**src/rtl/qsic_pkg.sv**
```systemverilog
// Shared QSIC definitions: slave FSM states, I/O-page address width and synchronizer depth.
package qsic_pkg;

    localparam int IOPAGE_BITS = 13;
    localparam int SYNC_STAGES = 2;

    typedef enum logic [2:0] {
        IDLE,
        NOTME,
        WAITCMD,
        RD,
        WR,
        RDEND,
        WREND
    } qs_state_t;

endpackage

```
**src/rtl/sync2.sv**
```systemverilog
// Multi-flop synchronizer for an asynchronous bus strobe, cleared by the async reset.
module sync2
    import qsic_pkg::*;
(
    input  logic clk,
    input  logic rst_n,
    input  logic d,
    output logic q
);

    logic [SYNC_STAGES-1:0] chain;

    always_ff @(posedge clk or negedge rst_n) begin
        if (!rst_n) begin
            chain <= '0;
        end else begin
            chain <= {chain[SYNC_STAGES-2:0], d};
        end
    end

    assign q = chain[SYNC_STAGES-1];

endmodule

```
**src/rtl/qslave_regs.sv**
```systemverilog
// QBUS programmed-I/O slave: decodes I/O-page DATI/DATO(B)/DATIO cycles onto a simple
// register port and returns RPLY once the register file reports ready.
module qslave_regs
    import qsic_pkg::*;
#(
    parameter logic [IOPAGE_BITS-1:0] BASE_ADDR = 13'o17720,
    parameter int                     NREGS     = 8,
    parameter int                     RDY_TMO   = 16
) (
    input  logic        qclk,
    input  logic        reset_n,
    input  logic        RSYNC,
    input  logic        RDIN,
    input  logic        RDOUT,
    input  logic        RWTBT,
    input  logic        RBS7,
    input  logic        RINIT,
    input  logic [21:0] RDAL,
    output logic        TRPLY,
    output logic [15:0] TDAL,
    output logic        assert_data,
    output logic [5:0]  reg_addr,
    output logic        reg_rd,
    output logic        reg_wr,
    output logic [1:0]  reg_be,
    output logic [15:0] reg_wdata,
    input  logic [15:0] reg_rdata,
    input  logic        reg_ready,
    output logic        selected
);

    localparam int                     TMO_W     = $clog2(RDY_TMO + 1);
    localparam logic [TMO_W-1:0]       TMO_LAST  = TMO_W'(RDY_TMO - 1);
    localparam logic [IOPAGE_BITS-2:0] BASE_WORD = BASE_ADDR[IOPAGE_BITS-1:1];
    localparam logic [IOPAGE_BITS-2:0] NREGS_W   = (IOPAGE_BITS-1)'(NREGS);

    qs_state_t               state;
    logic                    sync_q;
    logic                    s_din;
    logic                    s_dout;
    logic                    s_init;
    logic                    byte_hi;
    logic [TMO_W-1:0]        tmo;
    logic [IOPAGE_BITS-2:0]  word_sel;
    logic [IOPAGE_BITS-2:0]  word_off;
    logic                    addr_hit;
    logic                    unused_rdal;

    sync2 u_sync_din  (.clk(qclk), .rst_n(reset_n), .d(RDIN),  .q(s_din));
    sync2 u_sync_dout (.clk(qclk), .rst_n(reset_n), .d(RDOUT), .q(s_dout));
    sync2 u_sync_init (.clk(qclk), .rst_n(reset_n), .d(RINIT), .q(s_init));

    // SYNC needs only one flop: the address it qualifies is held well past the edge.
    always_ff @(posedge qclk or negedge reset_n) begin
        if (!reset_n) begin
            sync_q <= 1'b0;
        end else begin
            sync_q <= RSYNC;
        end
    end

    // BS7 already qualifies the I/O page, so DAL bits above the page offset are don't-care.
    assign word_sel    = RDAL[IOPAGE_BITS-1:1];
    assign word_off    = word_sel - BASE_WORD;
    assign addr_hit    = RBS7 && (word_sel >= BASE_WORD) && (word_off < NREGS_W);
    assign unused_rdal = ^RDAL[21:16];

    always_ff @(posedge qclk or negedge reset_n) begin
        if (!reset_n) begin
            state       <= IDLE;
            TRPLY       <= 1'b0;
            TDAL        <= '0;
            assert_data <= 1'b0;
            reg_addr    <= '0;
            reg_rd      <= 1'b0;
            reg_wr      <= 1'b0;
            reg_be      <= '0;
            reg_wdata   <= '0;
            selected    <= 1'b0;
            byte_hi     <= 1'b0;
            tmo         <= '0;
        end else if (s_init) begin
            state       <= IDLE;
            TRPLY       <= 1'b0;
            TDAL        <= '0;
            assert_data <= 1'b0;
            reg_addr    <= '0;
            reg_rd      <= 1'b0;
            reg_wr      <= 1'b0;
            reg_be      <= '0;
            reg_wdata   <= '0;
            selected    <= 1'b0;
            byte_hi     <= 1'b0;
            tmo         <= '0;
        end else begin
            reg_rd <= 1'b0;
            reg_wr <= 1'b0;
            case (state)
                IDLE: begin
                    selected    <= 1'b0;
                    TRPLY       <= 1'b0;
                    assert_data <= 1'b0;
                    if (sync_q) begin
                        if (addr_hit) begin
                            state    <= WAITCMD;
                            selected <= 1'b1;
                            reg_addr <= word_off[5:0];
                            byte_hi  <= RDAL[0];
                        end else begin
                            state <= NOTME;
                        end
                    end
                end
                NOTME: begin
                    if (!sync_q) state <= IDLE;
                end
                // DIN wins over DOUT when both appear: a read has no side effects.
                WAITCMD: begin
                    tmo <= '0;
                    if (s_din) begin
                        state  <= RD;
                        reg_rd <= 1'b1;
                    end else if (s_dout) begin
                        state     <= WR;
                        reg_wr    <= 1'b1;
                        reg_wdata <= RDAL[15:0];
                        reg_be    <= RWTBT ? (byte_hi ? 2'b10 : 2'b01) : 2'b11;
                    end else if (!sync_q) begin
                        state <= IDLE;
                    end
                end
                RD: begin
                    if (!sync_q) begin
                        state <= IDLE;
                    end else if (reg_ready) begin
                        TDAL        <= reg_rdata;
                        assert_data <= 1'b1;
                        TRPLY       <= 1'b1;
                        state       <= RDEND;
                    end else if (tmo == TMO_LAST) begin
                        state <= NOTME;
                    end else begin
                        tmo <= tmo + TMO_W'(1);
                    end
                end
                WR: begin
                    if (!sync_q) begin
                        state <= IDLE;
                    end else if (reg_ready) begin
                        TRPLY <= 1'b1;
                        state <= WREND;
                    end else if (tmo == TMO_LAST) begin
                        state <= NOTME;
                    end else begin
                        tmo <= tmo + TMO_W'(1);
                    end
                end
                RDEND: begin
                    if (!sync_q || !s_din) begin
                        TRPLY       <= 1'b0;
                        assert_data <= 1'b0;
                        state       <= sync_q ? WAITCMD : IDLE;
                    end
                end
                WREND: begin
                    if (!sync_q || !s_dout) begin
                        TRPLY <= 1'b0;
                        state <= sync_q ? WAITCMD : IDLE;
                    end
                end
                default: state <= IDLE;
            endcase
        end
    end

endmodule

```
**config.mk**
```make
export PLATFORM = sky130hd
export DESIGN_NAME = qslave_regs
export DESIGN_NICKNAME = d
export VERILOG_FILES = /design/src/rtl/qsic_pkg.sv /design/src/rtl/sync2.sv /design/src/rtl/qslave_regs.sv
export SDC_FILE = /design/constraint.sdc
export NUM_CORES = 1
export LEC_CHECK = 0
export ABC_AREA = 1
export CAP_MARGIN = 20
export CORE_MARGIN = 8
export CORE_UTILIZATION = 50
export CTS_BUF_LIST = sky130_fd_sc_hd__clkbuf_16
export DETAILED_ROUTE_END_ITERATION = 8
export HOLD_SLACK_MARGIN = 0.12
export PLACE_DENSITY = 0.89
export SYNTH_ARGS = -nofsm -noshare
export SYNTH_HDL_FRONTEND = slang
export SYNTH_HIERARCHICAL = 1
export SYNTH_SLANG_ARGS = --single-unit
```
**constraint.sdc**
```tcl
create_clock -name qclk -period 4.65 [get_ports qclk]
set_input_delay 0.93 -clock qclk [delete_from_list [all_inputs] [get_ports qclk]]
set_output_delay 0.93 -clock qclk [all_outputs]
set_load 0.01 [all_outputs]
```
==> impl_results.md, run 1 <==
* Antenna Nets Post-Route at 0
* Skew final at about 0.0026 ns
* Max Cap Viol at 0
* Post-synth ARST share at 1.00
* Mapped Nets at 375
* Seq cells post-synth at slightly above 60
* YS warnings at 6
* Mux share of post-synthesis cell area at 0
* Area grow syn2layout at 40.2%
* CTS sink cnt at 61
* Adder-cell share of the synthesized area at 0.0131
* Final setup fails at 0
* VDD IR-drop max at 0.262 mV
* TritonCTS clock tree: yes
* Final wirelength at 7820 um
* Clock share of power at 0.485
* Psw at 0.333 mW
* GR Util All Layers at 0.196
* Shortest period the worst path allows at approximately 2.4 ns
* Post-DP HPWL at 5290 um
* Status: completed
* Cell area power density at around 340 mW/mm2
* Distinct cells, synth at 32
* Post-synth top area share at 0.534
* Critical Path End Type: flop
* Global route overflow at 0
* Initial core utilization at 0.519
* Final RePlAce weighted congestion at 0.876
* Startpoint Class: input pin
* Fin crit share at 0.512
* Switching share of power at 0.243
* Leak Pwr at between 1.5 and 2 nW
* Boundary Pins at 92
* Area leader, netlist: dfrtp_1
* Initial antenna violation count at 0
* Gates resized, CTS repair at 0
* CTS H-tree lvls at 3
* Flop pwr share at 0.411
* FILL cells at about 390
* Clk root buf: clkbuf_16
* Syn_area_per_cell at 8.80 um2
* P_int at 1.04 mW
* Die Wd at between 90 and 100 um
* Setup bufs post-CTS at 0
* Commonest cells post-synth: 85 x nand2_1, 61 x dfrtp_1, 36 x inv_1
* Largest family of logic cells by synthesized area: simple AND/OR/NAND/NOR gates
* Largest cells by area after synthesis: dfrtp_1 53%, nand2_1 11%, nand3_1 5.4%, inv_1 4.7%, o21ai_0 4.7%
* Synth Instances at between 300 and 400
* Final core utilization at 0.728
* Drc violations at 0
* Vias in the first global route at 2,661
* Sequential Area at 0.00153 mm2
* Initial DRC count at 233
* Final slew viol count at 0
* Clk slew on worst S/H paths at 0.05 ns
* Clk_lat worst skew at approximately 0.33 ns
* First-pass GRT wire length at 13,100 um
* Most common cell in the netlist: nand2_1
* RSZ-0062 raised after global routing: false
* Post-Syn Area at 0.00286 mm2
* Vias post-DR at ~2,500
* Fmax at about 0.42 GHz
* Area of the multi-input gates at 0.00109 mm2
* TNS Setup at 0 ns
* Final worst slack at 2.27 ns
* Sequential-to-total area share from yosys stat at 0.534
* Average vias per placed instance at roughly 5.2
* Num CTS Buffers at 9
* Port Buf Inserts at between 80 and 90
* Least-Margin Pin Slew at about 0.68 ns
* Comb pwr share at 0.104
* Post-Synth Simple-Gate Area at 0.268
* Area after DPL at 0.00371 mm2
* Synth Area in Compound Gates at 0.100
* Largest net degree at the start of global routing at 37
* Primary FF master, synth: dfrtp_1
* Core Rows at 27
* Placement Setup Slack at 2.01 ns
* Fin. Hold Viols at 0
* Kind of critical path: in2reg
* Hold Path Class: reg2reg
* DR WL/cell at 16.0 um
* Hold Buf Count CTS at 0
* WP data arrival at 2.65 ns
* Antenna Cells at 0
* Worst rel slew slack at 0.545
* Die ar. at 0.00840 mm2
* Clock Path Buffers at 2
* Final instance area at approximately 0.004 mm2
* Drt first pass iters at 4
* Req. time, crit path at 4.92 ns
* Nets at approximately 460
* Share of cells above drive strength 1 at 0.0962
* Die height at ~92 um
* EDFF count, synth at 0
* Core area at 0.00551 mm2
* Crit path max fanout at 4
* Synth Area in XOR/XNOR at 0
## kinds of logic after synthesis
logic type	count (synthesis)
flops	61
buf+inv	51
fa+ha+maj	3
compound gates	51
simple gates	159
## final timing paths
| path | start | to | slack, ns | depth (start not counted) |
|---|---|---|---|---|
| hold reg to reg | u_sync_dout/chain[0] | u_sync_dout/chain[1] | 0.35 | 0 |
| max in group asynchronous | reset_n | tmo[3] | 3.19 | 2 |
| setup / recovery | RDAL[4] | byte_hi | 2.27 | 9 |
| hold / removal | u_sync_dout/chain[0] | u_sync_dout/chain[1] | 0.35 | 0 |
| min in group asynchronous | reset_n | reg_wdata[1] | 0.59 | 1 |
| setup reg to reg | state[2] | reg_be[1] | 2.79 | 4 |
## flip-flops by register name, summed over array words and instances, names as in the netlist
register,cells
reg_rd,1
sync_q,1
TRPLY,1
reg_wr,1
u_sync_din/chain,2
byte_hi,1
reg_addr,6
selected,1
TDAL,16
assert_data,1
state,3
u_sync_init/chain,2
u_sync_dout/chain,2
reg_wdata,16
tmo,5
reg_be,2
## cells in the final DEF, fill, tap and decap left out, types with 2 or more instances in the layout
cell             synthesis  final
o21ai_0                 27     27
a21oi_1                  3      3
nand3_2                  2      2
nand2_1                 85     85
clkinvlp_4               0      3
nand2_4                  3      3
ha_1                     3      3
nor3_1                   3      3
nor2_1                  18     18
inv_2                    4      4
inv_1                   36     36
clkdlybuf4s50_1          0     84
o22ai_1                  2      2
nand4_1                  6      6
clkbuf_16                0      9
o21ai_1                 15     15
nor2_8                   2      2
nand3_1                 31     31
nor2_2                   3      3
dfrtp_1                 61     61
## cell type report
cell class / count / share of cell area
Clock buffer: 9 / 0.0562
Multi-Input combinational cell: 213 / 0.272
Sequential cell: 61 / 0.381
Inverter: 40 / 0.0374
Clock inverter: 7 / 0.0187
Timing Repair Buffer: 86 / 0.213
Tap cell: 72 / 0.0225
## power groups by stage
stage,combinational [mW],sequential [mW],clock (mW)
6_report,0.142,0.563,0.663
5_1_grt,0.157,0.566,0.697
4_1_cts,0.144,0.563,0.672
3_5_place_dp,0.141,0.572,0
3_3_place_gp,0.139,0.571,0
2_1_floorplan,0.0500,0.577,0
## worst max-delay path: stages
cell,delay [ns]
clkdlybuf4s50_1,0.48
inv_1,0.06
ha_1,0.27
nand2_1,0.04
nor2_1,0.13
nand4_1,0.17
nor2_1,0.33
nand2_1,0.14
nand2_1,0.10
## routing by layer
| metal | global-route usage | up-vias | wire [um] | part of all wire |
|---|---|---|---|---|
| met3 | 0.0660 | 18 | 539 | 0.069 |
| met2 | 0.329 | 85 | 4000 | 0.51 |
| met4 | 0.0900 | 0 | 208 | 0.027 |
| li1 | - | 1227 | - | - |
| met1 | 0.221 | 1216 | 3070 | 0.39 |
| met5 | 0 | - | 0 | 0 |
## through the flow
step	std cells	hold slack, ns	power, mW
6_report	488	0.347	1.37
5_1_grt	488	0.347	1.42
4_1_cts	488	0.348	1.38
3_5_place_dp	472	0.335	0.713
3_3_place_gp	472	0.332	0.710
2_1_floorplan	325	0.331	0.627
No activity file was read; power rests on OpenSTA's default activity.
==> run 2, diff against run 1 <==
- CORE_UTILIZATION: 50 -> 46
- PLACE_DENSITY: 0.89 -> 0.83
- clock period: 4.65 -> 2.3 ns (I/O delays scaled with it)
==> impl_results.md, run 2 (synthesis gave the netlist of run 1 again) <==
* R2R Path End: state[1]
* Initial DRC count at 182
* CTS sink cnt at 61
* Kind of critical path: in2reg
* Fin crit share at 0.796
* Comb pwr share at 0.112
* Post-DP HPWL at 5510 um
* Placed cells at 478
* Initial core utilization at 0.480
* DR WL/cell at 15.0 um
* Sequential Area at 0.00153 mm2
* Crit path max fanout at 4
* Antenna Nets Post-Route at 0
* Critical Path End Type: flop
* Final setup fails at 0
* Most common cell after layout, fill and taps aside: nand2_1
* Post-route insts no fill at 494
* Die ar. at 0.00900 mm2
* WP data arrival at ~2.1 ns
* Port Buf Inserts at between 80 and 90
* FILL cells at approximately 470
* CTS H-tree lvls at 3
* Final slew viol count at 0
* Regs by FF count: TDAL (16), reg_wdata (16), reg_addr (6)
* Largest net degree at the start of global routing at 39
* Worst rel slew slack at 0.611
* Skew final at 0.00659 ns
* Num CTS Buffers at 9
* GR Util All Layers at 0.176
* P_int at 1.98 mW
* Worst reg-to-reg setup slack at 0.52 ns
* Clk_lat worst skew at 0.32 ns
* Clock share of power at 0.454
* Hold Buf Count CTS at 0
* Fmax at 0.546 GHz
* Least-Margin Pin Slew at 0.582 ns
* Worst reg-to-reg path cell count at 11
* TritonCTS clock tree: yes
* Global route overflow at 0
* Boundary Pins at 92
* TNS Setup at 0 ns
* Switching share of power at 0.245
* Hold Path Class: in2async
* Commonest cells after routing, fill and taps aside: 85 x nand2_1, 84 x clkdlybuf4s50_1, 61 x dfrtp_1
* RSZ-0062 raised after global routing: false
* Critical R2R Launch: tmo[0]
* Setup bufs post-CTS at 0
* Drc violations at 0
* Area grow syn2layout at 40.4%
* Area of the multi-input gates at roughly 0.0011 mm2
* Leak Pwr at 1.87 nW
* Final RePlAce weighted congestion at 0.876
* Core area at 0.00596 mm2
* Startpoint Class: input pin
* Vias in the first global route at 2,522
* Core Rows at 28
* First-pass GRT wire length at 12,400 um
* Max Cap Viol at 0
* Die height at 94.9 um
* Shortest period the worst path allows at 1.83 ns
* Final wirelength at 7390 um
* Nets at 464
* Vias post-DR at about 2,500
* Share of cells above drive strength 1 at 0.0979
* Clock Path Buffers at 2
* Clk root buf: clkbuf_16
* Antenna Cells at 0
* Cell area power density at 653 mW/mm2
* Gates resized, CTS repair at 0
* Die Wd at 94.9 um
* Initial antenna violation count at 0
* Flop pwr share at 0.435
* Req. time, crit path at ~2.6 ns
* Fin. Hold Viols at 0
* VDD IR-drop max at 0.433 mV
* Average vias per placed instance at roughly 5
* Clk slew on worst S/H paths at 0.06 ns
* Psw at 0.641 mW
* Drt first pass iters at 4
* Status: completed
-- run 2: cell count changes in the layout (fill, tap and decap cells not counted) --
cell / previous run / this run
bufinv_16: 1 / 0
buf_4: 1 / 3
clkinvlp_4: 3 / 2
clkinv_4: 1 / 0
clkinv_2: 1 / 2
clkinv_1: 0 / 2
buf_12: 0 / 1
-- run 2: layout make-up --
type | count | area share
multi-input combinational | 213 | 0.271
timing repair buffer | 89 | 0.221
clock buffer | 9 | 0.0561
tap | 75 | 0.0234
clock inverter | 7 | 0.0103
sequential | 61 | 0.380
inverter | 40 | 0.0374
-- run 2: power groups by stage --
stage	logic, mW	registers (mW)	clock network (mW)
after detailed placement	0.295	1.16	0
after global placement	0.289	1.16	0
final	0.292	1.14	1.19
after floorplan	0.101	1.17	0
after CTS	0.296	1.14	1.21
after global routing	0.322	1.14	1.26
-- run 2: worst max path at each step --
| stage | endpoint | depth (start not counted) | start | slack, ns |
|---|---|---|---|---|
| global route | reg_addr[5] | 10 | RDAL[4] | 0.34 |
| floorplan | state[1] | 11 | tmo[0] | 0.72 |
| detailed placement | reg_addr[3] | 10 | RDAL[4] | 0.14 |
| finish | byte_hi | 9 | RDAL[4] | 0.47 |
| CTS | byte_hi | 9 | RDAL[4] | 0.48 |
| global placement | reg_addr[5] | 10 | RDAL[4] | 0.23 |
-- run 2: worst max-delay path, cell delays in order --
cell and delay [ns]:
clkdlybuf4s50_1 0.47, inv_1 0.06, ha_1 0.27, nand2_1 0.04, nor2_1 0.13, nand4_1 0.16, nor2_1 0.29, nand2_1 0.12
nand2_1 0.09
-- run 2: stage by stage --
stage | hold WS [ns] | power (mW) | utilization | cell area [um2] | setup slack [ns]
6_report | 0.129 | 2.62 | 0.674 | 4020 | 0.470
3_5_place_dp | 0.335 | 1.45 | 0.629 | 3750 | 0.143
5_1_grt | 0.177 | 2.72 | 0.674 | 4020 | 0.336
2_1_floorplan | 0.164 | 1.27 | - | 2860 | 0.719
4_1_cts | 0.148 | 2.65 | 0.674 | 4020 | 0.481
3_3_place_gp | 0.333 | 1.44 | 0.629 | 3750 | 0.228
-- run 2: per-layer routing --
metal	share of wire	vias up	GRT usage	routed length [um]
li1	-	1227	-	-
met1	0.42	1206	0.214	3090
met2	0.49	67	0.275	3640
met3	0.065	12	0.0500	479
met4	0.023	0	0.0988	171
met5	0	-	0	0
==> run 3, diff against run 2 <==
- clock period: 2.3 -> 1.8 ns (I/O delays scaled with it)
==> impl_results.md, run 3 (synthesis gave the netlist of run 1 again) <==
* Vias in the first global route at 2,575
* Area of the multi-input gates at 0.00109 mm2
* Die height at ~95 um
* Core Rows at 28
* Core area at between 0.005 and 0.006 mm2
* Kind of critical path: in2reg
* Antenna Cells at 0
* Critical R2R Launch: state[2]
* Crit path max fanout at 5
* Boundary Pins at 92
* Least-Margin Pin Slew at 0.403 ns
* Hold EP: u_sync_init/chain[1]
* Worst reg-to-reg setup slack at 0.16 ns
* Share of cells above drive strength 1 at 0.121
* Final instance area at 0.00411 mm2
* Nets at 475
* Cell area power density at a little over 800 mW/mm2
* Drt first pass iters at 4
* Antenna Nets Post-Route at 0
* Comb pwr share at 0.118
* Psw at 0.821 mW
* Initial core utilization at 0.480
* Fmax at 0.608 GHz
* Die Wd at 94.9 um
* Average vias per placed instance at 5.10
* Shortest period the worst path allows at 1.65 ns
* Switching share of power at 0.245
* Sequential Area at 0.00153 mm2
* Max Cap Viol at 0
* CTS sink cnt at 61
* Flop pwr share at 0.434
* WP data arrival at 1.86 ns
* Final RePlAce weighted congestion at 0.906
* Critical Path End Type: flop
* Area after DPL at 0.00382 mm2
* CTS H-tree lvls at 3
* Drc violations at 0
* DR WL/cell at 15.6 um
* WHS at 0.345 ns
* Die ar. at 0.00900 mm2
* Clock Path Buffers at 2
* Vias post-DR at 2,578
* Regs by FF count: TDAL (16), reg_wdata (16), reg_addr (6)
* Leak Pwr at roughly 1.9 nW
* Worst reg-to-reg path cell count at 7
* Commonest cells after routing, fill and taps aside: 84 x nand2_1, 84 x clkdlybuf4s50_1, 61 x dfrtp_1
* Fin. Hold Viols at 0
* Startpoint Class: input pin
* Req. time, crit path at between 2 and 2.5 ns
* Worst rel slew slack at 0.731
* Num CTS Buffers at 9
* Port Buf Inserts at 85
* Post-DP HPWL at 5640 um
* Initial DRC count at 212
* FILL cells at 469
* Clk_lat worst skew at 0.32 ns
* Hold Path Class: reg2reg
* Clk root buf: clkbuf_16
* Beginning of the worst hold path: u_sync_init/chain[0]
* Initial antenna violation count at 0
* Fin crit share at 0.914
* Largest net degree at the start of global routing at 62
* Clk slew on worst S/H paths at 0.05 ns
* Area grow syn2layout at 43.7%
* TNS Setup at 0 ns
* Global route overflow at 0
* First-pass GRT wire length at 12,500 um
* Final Total Pwr at 3.35 mW
* VDD IR-drop max at 0.543 mV
* P_int at around 2.5 mW
* GR Util All Layers at 0.181
* Final setup fails at 0
* Final slew viol count at 0
* R2R Path End: reg_be[1]
* TritonCTS clock tree: yes
* Status: completed
* Skew final at 0.00582 ns
* Final wirelength at 7860 um
* Hold Path Depth at 0
* RSZ-0062 raised after global routing: false
* Clock share of power at 0.448
[run 3: area by class of cell]
class / count / share of cell area
Clock inverter: 7 / 0.00822
Sequential cell: 61 / 0.371
Clock buffer: 9 / 0.0548
Multi-Input combinational cell: 213 / 0.266
Timing Repair Buffer: 100 / 0.240
Tap cell: 75 / 0.0228
Inverter: 40 / 0.0365
[run 3: what timing repair did]
action,CTS,global route
setup endpoints to repair,0,8
setup buffers,0,1
endpoints found under the hold margin,61,0
resized for setup,0,2
hold buffers,1,0
[run 3: worst max path at each step]
stage	startpoint	endpoint	slack, ns
2_1_floorplan	tmo[0]	state[1]	0.22
3_3_place_gp	RDAL[4]	reg_addr[5]	-0.15
3_5_place_dp	RDAL[4]	reg_addr[5]	-0.19
4_1_cts	state[1]	tmo[4]	0.06
5_1_grt	tmo[1]	tmo[4]	0.008
6_report	RDAL[4]	reg_addr[2]	0.15
[run 3: critical path: stages]
cell and delay (ns):
clkdlybuf4s50_1 0.48, inv_1 0.06, ha_1 0.27, nand2_1 0.04, nor2_1 0.11, nand3_1 0.12
nor2_1 0.10, nand2_1 0.15, nand3_1 0.11, nand2_1 0.06
[run 3: power by group through the flow]
stage               clock network, mW  logic (mW)  registers (mW)
floorplan                           0       0.129            1.49
global placement                    0       0.380            1.47
detailed placement                  0       0.390            1.48
CTS                              1.51       0.394            1.46
global route                     1.57       0.432            1.46
finish                           1.50       0.395            1.46
[run 3: through the flow]
| step | worst slack [ns] | cells | util |
|---|---|---|---|
| after detailed placement | -0.193 | 487 | 0.641 |
| after CTS | 0.0568 | 504 | 0.686 |
| after floorplan | 0.219 | 325 | - |
| after global routing | 0.00751 | 505 | 0.690 |
| after global placement | -0.149 | 487 | 0.641 |
| final | 0.154 | 505 | 0.690 |
[run 3: layer usage]
layer / vias up / share of wire / track usage / routed length [um]
li1: 1246 / - / - / -
met4: 0 / 0.023 / 0.0962 / 183
met3: 16 / 0.053 / 0.0429 / 416
met5: - / 0 / 0 / 0
met1: 1231 / 0.42 / 0.214 / 3270
met2: 85 / 0.51 / 0.298 / 4000
